### config.mk
export PLATFORM = sky130hd
export DESIGN_NAME = apb_host_if
export DESIGN_NICKNAME = d
export VERILOG_FILES = /design/src/rtl/apb_pkg.sv /design/src/rtl/apb_addr_decode.sv /design/src/rtl/apb_host_if.sv
export SDC_FILE = /design/constraint.sdc
export NUM_CORES = 1
export LEC_CHECK = 0
export CORE_MARGIN = 5
export CORE_UTILIZATION = 31
export DETAILED_ROUTE_END_ITERATION = 16
export HOLD_SLACK_MARGIN = 0.06
export MAX_ROUTING_LAYER = met4
export PLACE_DENSITY = 0.93
export SKIP_CTS_REPAIR_TIMING = 1
export SKIP_LAST_GASP = 1
export SLEW_MARGIN = 30
export SYNTH_ARGS = -nofsm -noshare
export SYNTH_HDL_FRONTEND = slang
export SYNTH_SLANG_ARGS = --single-unit
### constraint.sdc
create_clock -name clk -period 2.1 [get_ports clk]
set_input_delay 0.315 -clock clk [delete_from_list [all_inputs] [get_ports clk]]
set_output_delay 0.315 -clock clk [all_outputs]
set_load 0.005 [all_outputs]
### src/rtl/apb_pkg.sv
// Shared FSM encoding and address-decode constants for the APB host port.
package apb_pkg;

    typedef enum logic [2:0] {
        IDLE,
        WR_ACC,
        RD_ACC,
        RD_DATA,
        ERR_ACC
    } apb_state_e;

    // Byte-offset bits below the register index (word access only).
    localparam int unsigned BYTE_OFS_W = 2;

    localparam int unsigned TX_STATUS = 2;
    localparam int unsigned RX_STATUS = 6;

endpackage

### src/rtl/apb_addr_decode.sv
// Combinational APB byte address -> register index / illegal flag.
// Illegal-address detection is built only when APB_SLVERR_EN is defined.
module apb_addr_decode
    import apb_pkg::*;
#(
    parameter int ADDR_WIDTH  = 3,
    parameter int PADDR_WIDTH = 12
) (
    input  logic [PADDR_WIDTH-1:0] paddr_i,
    output logic [ADDR_WIDTH-1:0]  index_o,
    output logic                   illegal_o
);

    assign index_o = paddr_i[ADDR_WIDTH+BYTE_OFS_W-1:BYTE_OFS_W];

`ifdef APB_SLVERR_EN
    assign illegal_o = (paddr_i[BYTE_OFS_W-1:0] != '0) ||
                       (paddr_i[PADDR_WIDTH-1:ADDR_WIDTH+BYTE_OFS_W] != '0);
`else
    // Offset and upper bits are don't-care: addresses alias onto the register window.
    logic unused_paddr;
    assign unused_paddr = ^{paddr_i[PADDR_WIDTH-1:ADDR_WIDTH+BYTE_OFS_W],
                            paddr_i[BYTE_OFS_W-1:0]};
    assign illegal_o    = 1'b0;
`endif

endmodule

### src/rtl/apb_host_if.sv
// APB3 slave front-end for the CAN/LIN register file host port.
// Define APB_SLVERR_EN to return PSLVERR on misaligned / out-of-window addresses.
module apb_host_if
    import apb_pkg::*;
#(
    parameter int DATA_WIDTH  = 32,
    parameter int ADDR_WIDTH  = 3,
    parameter int PADDR_WIDTH = 12
) (
    input  logic                   clk,
    input  logic                   reset,
    input  logic [PADDR_WIDTH-1:0] paddr,
    input  logic                   psel,
    input  logic                   penable,
    input  logic                   pwrite,
    input  logic [DATA_WIDTH-1:0]  pwdata,
    output logic [DATA_WIDTH-1:0]  prdata,
    output logic                   pready,
    output logic                   pslverr,
    output logic [ADDR_WIDTH-1:0]  rf_addr,
    output logic [DATA_WIDTH-1:0]  rf_wdata,
    output logic                   rf_we,
    output logic                   rf_re,
    input  logic [DATA_WIDTH-1:0]  rf_rdata,
    input  logic                   txreq,
    input  logic                   msgrec,
    output logic                   irq
);

    apb_state_e             state_q, state_d;
    logic [ADDR_WIDTH-1:0]  rf_addr_q;
    logic [DATA_WIDTH-1:0]  rf_wdata_q;
    logic                   irq_q;
    logic [ADDR_WIDTH-1:0]  dec_index;
    logic                   dec_illegal;
    logic                   capture;

    apb_addr_decode #(
        .ADDR_WIDTH  (ADDR_WIDTH),
        .PADDR_WIDTH (PADDR_WIDTH)
    ) u_decode (
        .paddr_i   (paddr),
        .index_o   (dec_index),
        .illegal_o (dec_illegal)
    );

    always_ff @(posedge clk or negedge reset) begin
        if (!reset) begin
            state_q    <= IDLE;
            rf_addr_q  <= '0;
            rf_wdata_q <= '0;
            irq_q      <= 1'b0;
        end else begin
            state_q <= state_d;
            irq_q   <= txreq | msgrec;
            if (capture) begin
                rf_addr_q  <= dec_index;
                rf_wdata_q <= pwdata;
            end
        end
    end

    always_comb begin
        state_d = state_q;
        capture = 1'b0;
        case (state_q)
            IDLE: begin
                if (psel && !penable) begin
                    capture = 1'b1;
                    if (dec_illegal)  state_d = ERR_ACC;
                    else if (pwrite)  state_d = WR_ACC;
                    else              state_d = RD_ACC;
                end
            end
            WR_ACC:  state_d = IDLE;
            // A host dropping PSEL mid-read abandons the transfer without PREADY.
            RD_ACC:  state_d = psel ? RD_DATA : IDLE;
            RD_DATA: state_d = IDLE;
            ERR_ACC: state_d = IDLE;
            default: state_d = IDLE;
        endcase
    end

    // Strobes and handshake decode straight from state so reset clears them at once.
    always_comb begin
        rf_we   = (state_q == WR_ACC);
        rf_re   = (state_q == RD_ACC) && psel;
        pready  = (state_q == WR_ACC) || (state_q == ERR_ACC) ||
                  ((state_q == RD_DATA) && psel);
        prdata  = ((state_q == RD_DATA) && psel) ? rf_rdata : '0;
`ifdef APB_SLVERR_EN
        pslverr = (state_q == ERR_ACC);
`else
        pslverr = 1'b0;
`endif
    end

    assign rf_addr  = rf_addr_q;
    assign rf_wdata = rf_wdata_q;
    assign irq      = irq_q;

endmodule

# Word level (Yosys, flattened, before mapping)
# Cells that the tools add are included.
[totals] register_bits=39 inputBits=83 out_inout_bits=72 word_cells=24
[classes] n_eq_ne=5 muxes=7 bitwise_logic=1 n_reduce_logical=7
[op_table] operator="$mux W32" n=1
[op_table] operator="$eq A3 B2 Y1 const B" n=2
[op_table] operator="$pmux W3 S2" n=1
[op_table] operator="$mux W2" n=2
[op_table] operator="$eq A3 B1 Y1 const B" n=1
[op_table] operator="$eq A3 B3 Y1 const B" n=1
[op_table] operator="$logic_and A1 B1 Y1" n=3
[op_table] operator="$logic_not A3 Y1" n=1
[op_table] operator="$mux W3" n=1
[op_table] operator="$logic_or A1 B1 Y1" n=2
[op_table] operator="$mux W1" n=2
[op_table] operator="$ne A2 B2 Y1 const B" n=1
[op_table] operator="$logic_not A1 Y1" n=1
[op_table] operator="$or A1 B1 Y1" n=1

# Logic depth before layout (Yosys ltp)
# Gate-level depths: netlist of run 1.
[logic_depth] ltp_word=4 ltp_mapped=3 mapped_depth_nobuf=2

# Cells and area by module
# From an unflattened synthesis of run 1, not the netlist that was laid out.
[hier_totals] cells_unflattened=139 hier_area_um2=1908.1
[by_module_without_submodules] mod="apb_host_if" n_inst=1 cells_each=134 area_per_inst_um2=1874.3 seq_area_each_um2=975.9
[by_module_without_submodules] mod="apb_addr_decode" n_inst=1 cells_each=5 area_per_inst_um2=33.8 seq_area_each_um2=0.0

# Least setup slack after synthesis of run 1
# No wires, ideal clock.
[synth_path] path_kind="register to register" from="reg state_q[1]" to="reg rf_wdata_q[23] (netlist: rf_wdata[23])" arrival_time_ns=1.479 required_time_ns=1.975 path_slack_ns=0.496 stages_incl_launch_ff=4 n_path_buf=1 period_less_slack_ns=1.604 path_cell_list="dfrtp_1 -> nor4b_4 -> buf_6 -> mux2_2"
[synth_between] elab_chain_cells=2
[synth_rtl] element="from (decl)" line="apb_host_if.sv:30" source="apb_state_e state_q, state_d;"
[synth_rtl] element="from (signal assigned)" line="apb_host_if.sv:54" source="state_q <= state_d;"
[synth_rtl] element="$logic_not A3 Y1" line="apb_host_if.sv:66" source="case (state_q)"
[synth_rtl] element="$mux W1" line="apb_host_if.sv:66"
[synth_rtl] element="to (signal assigned)" line="apb_host_if.sv:58" source="rf_wdata_q <= pwdata;"
[synth_rtl] element="to (decl)" line="apb_host_if.sv:32" source="logic [DATA_WIDTH-1:0] rf_wdata_q;"
# Every way passes these cells.
# A chain may end at the register's enable or synchronous reset.

# Worst setup path in the final report of run 1
[layout_path] from="reg state_q[1]" to="out prdata[21]"
[layout_between] elab_chain_cells=3
[layout_rtl] element="$eq A3 B2 Y1" line="apb_host_if.sv:90" source="prdata = ((state_q == RD_DATA) && psel) ? rf_rdata : '0;"
[layout_rtl] element="$logic_and A1 B1 Y1" line="apb_host_if.sv:90"
[layout_rtl] element="$mux W32" line="apb_host_if.sv:90"
[layout_rtl] element="to (decl)" line="apb_host_if.sv:17" source="output logic [DATA_WIDTH-1:0] prdata,"
# Every way passes these cells.

==> results.tsv, run 1 <==
metric	value	unit
die width	83.9	um
leading cell type in the layout, fill and taps excluded	clkdlybuf4s50_1	
kind of cell adding the most delay to the critical path	buffers and inverters	
gpl congestion	0.855	
WL per Instance	15.6	um
Via density	4.35	
WL final	5.49	mm
LEAKAGE	1.73	nW
Synth Area in Adders	0	%
vias in the first global route	1620	
power per cell area	639	nW/um^2
critical path cell sequence	and3_4, clkbuf_16, and2_1, clkdlybuf4s50_1	
Die Ht	83.9	um
DP Cell Count	341	
mean cell area of the mapped netlist	13.5	sq um
Post-Syn Nets	208	
commonest cells after routing, fill and taps aside	123 x clkdlybuf4s50_1, 36 x dfrtp_1, 33 x and2_1, 33 x mux2_2, 20 x dlymetal6s2s_1	
CP Launch Type	flop	
maximum clock path buffer count	2	
Top Ports	155	
Synth Instances	125	
Slowest-stage cell, CP	clkdlybuf4s50_1	
endpoint type of the worst setup path	output port	
max cap viols	0	
IO Port Bufs	144	
Fin. Hold Viols	0	
Netlist Area Pre-Place	1690	sq um
CTS tree	yes	
clock tree sinks	38	
Tightest Hold Check Type	in2async	
initial antenna violation count	0	
Power, Total	2.19	mW
GRT Total Usage	15.1	%
min Tclk post-route	2060	ps
1st-pass router iterations	4	
Reg clk slew, reported paths	80	ps
Crit path required time	1780	ps
htree depth	2	
# fillers	433	
diode count	0	
Synth cell types	16	
antenna-violating nets left	0	
Worst VDD drop	0.546	mV
std cell rows	27	
pin count of the biggest net entering global routing	33	
Die Area	7040	sq um
Synth Area in XOR/XNOR	0	%
layout cells sized above 1	20.0	%
max-slew violation count	0	
outcome	complete, no violations	
GR Overflow Total	0	
global-route wire length before repair	8.17	mm
Setup violations, final	0	
Fmax	485	MHz
clock skew	3.47	ps
WS Path Type	reg2out	
via count	1532	
DRC	0	
final cell count without fillers	352	
largest family of logic cells by synthesized area	multiplexers	
mux contribution to synthesized area	23.3	%
worst path buffer plus inverter count	2	
Worst Path Arrival	1750	ps
initial DRC count	24	
clock buffer count from CTS	5	
sequential fraction of the synthesis area	56.2	%
Area Growth Syn to Fin	102	%
register bit count reported by yosys	38	
HPWL Detailed	4.34	mm
Skew-Pair Late Insertion Delay	280	ps
CP peak stage delay	520	ps
Crit Path Max Fanout	16	
area fraction in and, or, nand and nor cells after synthesis	15.7	%
clk root buf	clkbuf_8	
Initial Util	31.3	%
Synth Warn #	0	
Nets	362	
compound-cell area share of the yosys netlist	1.33	%
Core ar.	5410	sq um
Tcrit/Tclk final	98.2	%
[worst paths after layout]
check	from	end	slack [ps]	depth (start not counted)
max	state_q[1]	prdata[21]	40	4
min reg2reg	rf_addr[2]	rf_addr[2]	490	1
max reg2reg	state_q[1]	rf_wdata[25]	550	3
max in group asynchronous	reset	state_q[1]	1120	3
min	reset	rf_wdata[4]	470	2
min in group clk	rf_addr[2]	rf_addr[2]	490	1
[metal layers]
layer / global-route usage, % / vias to the layer above / share of wire (%) / wire length, um
li1: - / 719 / - / -
met1: 16.1 / 713 / 39 / 2160
met2: 26.6 / 98 / 51 / 2830
met3: 5.73 / 2 / 8.7 / 478
met4: 3.51 / 0 / 0.44 / 24
met5: - / - / 0 / 0
[layout make-up]
cell class	instances	area, sq um	area share (%)
Clock inverter	2	12.5	0.365
Clock buffer	6	82.6	2.41
Timing Repair Buffer	154	1590	46.5
Sequential cell	38	953	27.8
Multi-Input combinational cell	79	691	20.2
Inverter	1	3.75	0.110
Tap cell	72	90.1	2.63
[sequential cells by signal, indices dropped and copies added (netlist names)]
register / count
rf_wdata: 32
rf_addr: 3
state_q: 2
irq: 1
[cell families (layout without fill, tap and decap cells)]
kind of cell | Yosys count | count (layout)
other | 1 | 1
flip-flops | 38 | 38
AND/OR/NAND/NOR | 40 | 40
buffers and inverters | 8 | 163
AO/OA/AOI/OAI | 3 | 3
multiplexers | 35 | 35
[through the flow]
stage                     setup TNS, ps  worst slack, ps  utilization, %  instance area, sq um  hold WS, ps
final                                 0             37.7            63.4                  3430          472
after global routing              -86.1            -39.5            63.4                  3430          508
after CTS                         -1760            -80.6            61.6                  3330        -65.1
after detailed placement           -745            -49.1            59.8                  3230          255
after global placement            -3.59            -3.59            59.8                  3230          257
after floorplan                       0              496               -                  1690         19.4
[report_power, final]
group          leakage [nW]  total (mW)  switching [mW]  internal, mW
clock                0.0472       0.536           0.272         0.264
combinational          1.24       0.694           0.183         0.511
sequential            0.445       0.960          0.0764         0.884
[cell usage after synthesis (all sizes together)]
cell type  instances  area, sq um
dfrtp             38          951
mux2              35          394
and2              33          206
buf                4         41.3
clkbuf             3         11.3
nor2b              3         18.8
o21a               2         15.0
a21boi             1         7.51
and3               1         6.26
conb               1         3.75
inv                1         3.75
nor2               1         3.75
nor4b              1         23.8
or2                1         6.26
No activity file was read; power rests on OpenSTA's default activity.
==> run 2, diff against run 1 <==
--- a/config.mk
+++ b/config.mk
@@ -5,6 +5,7 @@
 export SDC_FILE = /design/constraint.sdc
 export NUM_CORES = 1
 export LEC_CHECK = 0
+export CAP_MARGIN = 20
 export CORE_MARGIN = 5
 export CORE_UTILIZATION = 31
 export DETAILED_ROUTE_END_ITERATION = 16
==> results of run 2 <==
Same layout as run 1: the final DEF is identical, and so are final timing and power.
==> run 3, diff against run 2 <==
--- a/config.mk
+++ b/config.mk
@@ -6,7 +6,6 @@
 export NUM_CORES = 1
 export LEC_CHECK = 0
 export CAP_MARGIN = 20
-export CORE_MARGIN = 5
 export CORE_UTILIZATION = 31
 export DETAILED_ROUTE_END_ITERATION = 16
 export HOLD_SLACK_MARGIN = 0.06
==> results.tsv, run 3 (synthesized netlist as in run 1, its figures left out) <==
metric	value	unit	change
initial DRC count	33		+38%
kind of cell adding the most delay to the critical path	buffers and inverters		
Die Ht	75.9	um	-9.5%
Area after DPL	3230	sq um	about the same
fin area	3450	sq um	+0.69%
global-route wire length before repair	6.35	mm	-22%
WL final	5.01	mm	-8.7%
LEAKAGE	1.88	nW	+8.7%
WL per Instance	14.4	um	-7.9%
WS Path Type	reg2out		
Comb power frac	32.1	%	+0.4 points
Tightest Hold Check Type	reg2reg		
endpoint type of the worst setup path	output port		
# fillers	367		-15%
htree depth	2		unchanged
unrepaired setup endpoints after global routing	no		
Reg clk slew, reported paths	70	ps	about the same
initial antenna violation count	0		unchanged
Fmax	492	MHz	+1.5%
IO Port Bufs	144		unchanged
clock buffer count from CTS	5		unchanged
Die Area	5760	sq um	-18%
Worst Path Arrival	1720	ps	-30 ps
Nets	361		-0.28%
GR Overflow Total	0		unchanged
min Tclk post-route	2030	ps	-30.7 ps
via count	1519		-0.85%
clock tree sinks	38		unchanged
max cap viols	0		unchanged
maximum clock path buffer count	2		unchanged
std cell rows	26		-3.7%
1st-pass router iterations	4		unchanged
commonest cells after routing, fill and taps aside	115 x clkdlybuf4s50_1, 37 x dfrtp_1, 33 x and2_1, 33 x mux2_2, 28 x dlymetal6s2s_1		
clock network fraction of total power	23.7	%	-0.8 points
power per cell area	629	nW/um^2	-1.6%
Skew-Pair Late Insertion Delay	280	ps	about the same
GRT Total Usage	15.7	%	+0.56 points
Core ar.	5170	sq um	-4.3%
max-slew violation count	0		unchanged
vias in the first global route	1402		-13%
CP Launch Type	flop		
DRC	0		unchanged
Worst VDD drop	0.497	mV	-8.9%
Slowest-stage cell, CP	clkdlybuf4s50_1		
layout cells sized above 1	19.4	%	-0.65 points
Final Core Density	66.7	%	+3.3 points
CTS tree	yes		
leading cell type in the layout, fill and taps excluded	clkdlybuf4s50_1		
antenna-violating nets left	0		unchanged
clk root buf	clkbuf_8		
outcome	complete, no violations		
Seq pwr share	44.2	%	+0.4 points
Setup violations, final	0		unchanged
Sw Pwr	510	uW	-4.0%
switching share of power	23.5	%	-0.76 points
Initial Util	32.7	%	+1.4 points
Pint	1.66	mW	about the same
hold slack	493	ps	+21.4 ps
critical path cell sequence	and3_4, clkbuf_16, and2_1, clkdlybuf4s50_1		
HPWL Detailed	3.60	mm	-17%
clock skew	5.65	ps	+2.18 ps
Top Ports	155		unchanged
Area Growth Syn to Fin	104	%	
gpl congestion	0.724		-15%
Crit path required time	1780	ps	about the same
CP peak stage delay	500	ps	-20 ps
Fin. Hold Viols	0		unchanged
Tcrit/Tclk final	96.7	%	-1.5 points
max reg flops	32		unchanged
worst path buffer plus inverter count	2		unchanged
die width	75.9	um	-9.5%
Via density	4.35		about the same
diode count	0		unchanged
pin count of the biggest net entering global routing	39		+18%
Crit Path Max Fanout	12		-4
[run 3: cell types whose count changed in the layout (fill, tap and decap cells not counted), sizes merged]
| cell | previous run | this run |
|---|---|---|
| buf | 9 | 8 |
| clkdlybuf4s50 | 123 | 115 |
| dlymetal6s2s | 20 | 28 |
[run 3: power groups by stage]
| stage | registers [mW] | clock network [mW] | logic (mW) |
|---|---|---|---|
| 6_report | 0.959 | 0.515 | 0.696 |
| 5_1_grt | 0.981 | 0.564 | 0.749 |
| 4_1_cts | 0.962 | 0.540 | 0.705 |
| 3_5_place_dp | 0.976 | 0 | 0.701 |
| 3_3_place_gp | 0.963 | 0 | 0.688 |
| 2_1_floorplan | 0.985 | 0 | 0.178 |
[run 3: area by class of cell]
class,instances,area [sq um],area share (%)
Tap cell,70,87.6,2.54
Clock buffer,6,82.6,2.39
Inverter,1,3.75,0.109
Timing Repair Buffer,153,1620,47.0
Clock inverter,2,12.5,0.363
Multi-Input combinational cell,79,691,20.0
Sequential cell,38,952,27.6
[run 3: metal layers]
layer	vias up	global-route usage, %	routed length, um
li1	717	-	-
met1	702	15.6	1760
met2	94	28.0	2560
met3	6	6.22	636
met4	0	4.94	53
met5	-	-	0
[run 3: worst reg2reg max path, cell delays in order (launching register included)]
cell and delay (ps):
dfrtp_1 380, buf_4 160, nor4b_4 320, buf_12 250, mux2_2 380
[run 3: per-stage QoR]
stage               worst slack [ps]  total power, mW  TNS (ps)  cells
floorplan                        496             1.16         0    125
global placement               -38.3             1.65      -695    338
detailed placement             -73.3             1.68     -1210    338
CTS                            -78.1             2.21     -1370    346
global route                    8.15             2.29         0    349
finish                          68.5             2.17         0    349
[run 3: worst paths after layout]
path	startpoint	to	slack, ps	cells past startpoint
setup / recovery	state_q[0]	prdata[12]	70	4
hold / removal	rf_wdata[31]	rf_wdata[31]	490	1
setup reg to reg	state_q[1]	rf_wdata[23]	500	4
hold reg to reg	rf_wdata[31]	rf_wdata[31]	490	1
max in group asynchronous	reset	state_q[0]	1200	2
min in group asynchronous	reset	irq	540	2
==> RTL change (config.mk and constraints of run 2) <==
Add a define of `APB_SLVERR_EN`.
--- a/src/rtl/apb_addr_decode.sv
+++ b/src/rtl/apb_addr_decode.sv
@@ -1,4 +1,6 @@
 // Combinational APB byte address -> register index / illegal flag.
 // Illegal-address detection is built only when APB_SLVERR_EN is defined.
+`define APB_SLVERR_EN
+
 module apb_addr_decode
     import apb_pkg::*;
Function: changed (a bounded check fails within 4 cycles, from zero or initial values and one cycle with reset low).
==> RTL change against run 2 <==
- the flow now finishes with violations (negative setup slack)
- maximum frequency shrank 8.3%
- total power grew 2.0%
- cell area grew 11%
- sequential share of layout area shrank 2.1 points
- combinational power shrank 4.2%
- critical path depth grew 2
- die area grew 10%
- synthesized area grew 12%
- count of clock-buffer cells in the layout shrank 1
- worst setup slack lost 190 ps
- global-route usage shrank 0.80 points
- critical path type is now in2out
- sequential cell count grew 1
- wire length grew 12%
==> RTL change: results (changes against run 2) <==
status finished, violations left; failing checks negative setup slack; maximum vdd ir drop 0.4964 mV (-9.0%); worst hold path type reg2reg; fraction of layout cells with a size suffix above 1 0.2007 (+0.0006689); Pre-antenna DRT Iters 4 (unchanged); met3 wire len 614 um (+28%); Synth area leaders dfrtp_1 (52%), mux2_4 (23%), and2_1 (11%); routed vias/inst 4.361 (+0.20%); Seq/Total Area, Yosys 0.5162 (-0.04550); met2 Resource Use GR 0.2541 (-0.01198); Internal 1.731 mW (+4.4%); met3 Usage GRT 0.04892 (-0.008338); Setup WS post-layout -148.2 ps (-185.9 ps); Clock Latency Late Sink 290 ps; worst endpoint data arrival time 1930 ps (+180 ps); synth cell count leaders dfrtp_1 (39), and2_1 (33), mux2_4 (29), mux2_2 (6), buf_12 (4); Nets 381 (+5.2%); post-route insts no fill 374 (+6.3%); Post-DP Area 3497 um2 (+8.2%); initial DRC count 33 (+38%); met1 WL 2207 um (+2.2%); setup violators final 1 (+1); Lkg Pwr 2.174 nW (+26%); clk_skew 2.723 ps (-0.7510 ps); grt met1 use 0.1547 (-0.006743); Routability Congestion 0.7362 (-14%); Sw Share 0.2248 (-0.01782); Cells after DPL 358 (+5.0%); max_slew headroom 0.6706; wirelength, routed 6160 um (+12%); Tot GR Track Use 0.1434 (-0.008007); mux share of post-synthesis cell area 0.2660 (+0.03323); Place WS -177.4 ps (-128.3 ps); CP max stage delay 490 ps (-30 ps); largest net degree at the start of global routing 40 (+21%); Mapped Nets 215 (+3.4%); Seq pwr share 0.423 (-0.015); port bufs 154 (+6.9%); clock network power share 0.279 (+0.034); setup TNS -148.2 ps (-148.2 ps); average size of a mapped cell 14.32 um2 (+5.8%); post-DP HPWL 4611 um (+6.2%); Synth Area in Compound Gates 0.007942 (-0.005362); met2 wire length 3252 um (+15%)
==> RTL change: final timing paths <==
kind	startpoint	to	slack, ps	cells after the start
worst max-delay path	psel	prdata[19]	-150	6
worst min-delay path	rf_wdata[16]$_DFFE_PN0P_	rf_wdata[16]$_DFFE_PN0P_	510	1
worst max register to register	state_q[1]$_DFFE_PN0P_	rf_wdata[16]$_DFFE_PN0P_	590	4
worst min register to register	rf_wdata[16]$_DFFE_PN0P_	rf_wdata[16]$_DFFE_PN0P_	510	1
max in group asynchronous	reset	rf_wdata[31]$_DFFE_PN0P_	1210	2
min in group asynchronous	reset	rf_addr[2]$_DFFE_PN0P_	540	2
==> RTL change: cell type report <==
cell class / count / area, um2 / area share
well taps: 75 / 93.84 / 0.02478
multi-input cells: 84 / 827.0 / 0.2184
flip-flops and latches: 39 / 975.9 / 0.2577
clock buffers: 5 / 68.82 / 0.01817
repair buffers: 166 / 1770 / 0.4675
inverters: 2 / 7.507 / 0.001982
clock inverters: 3 / 43.79 / 0.01156
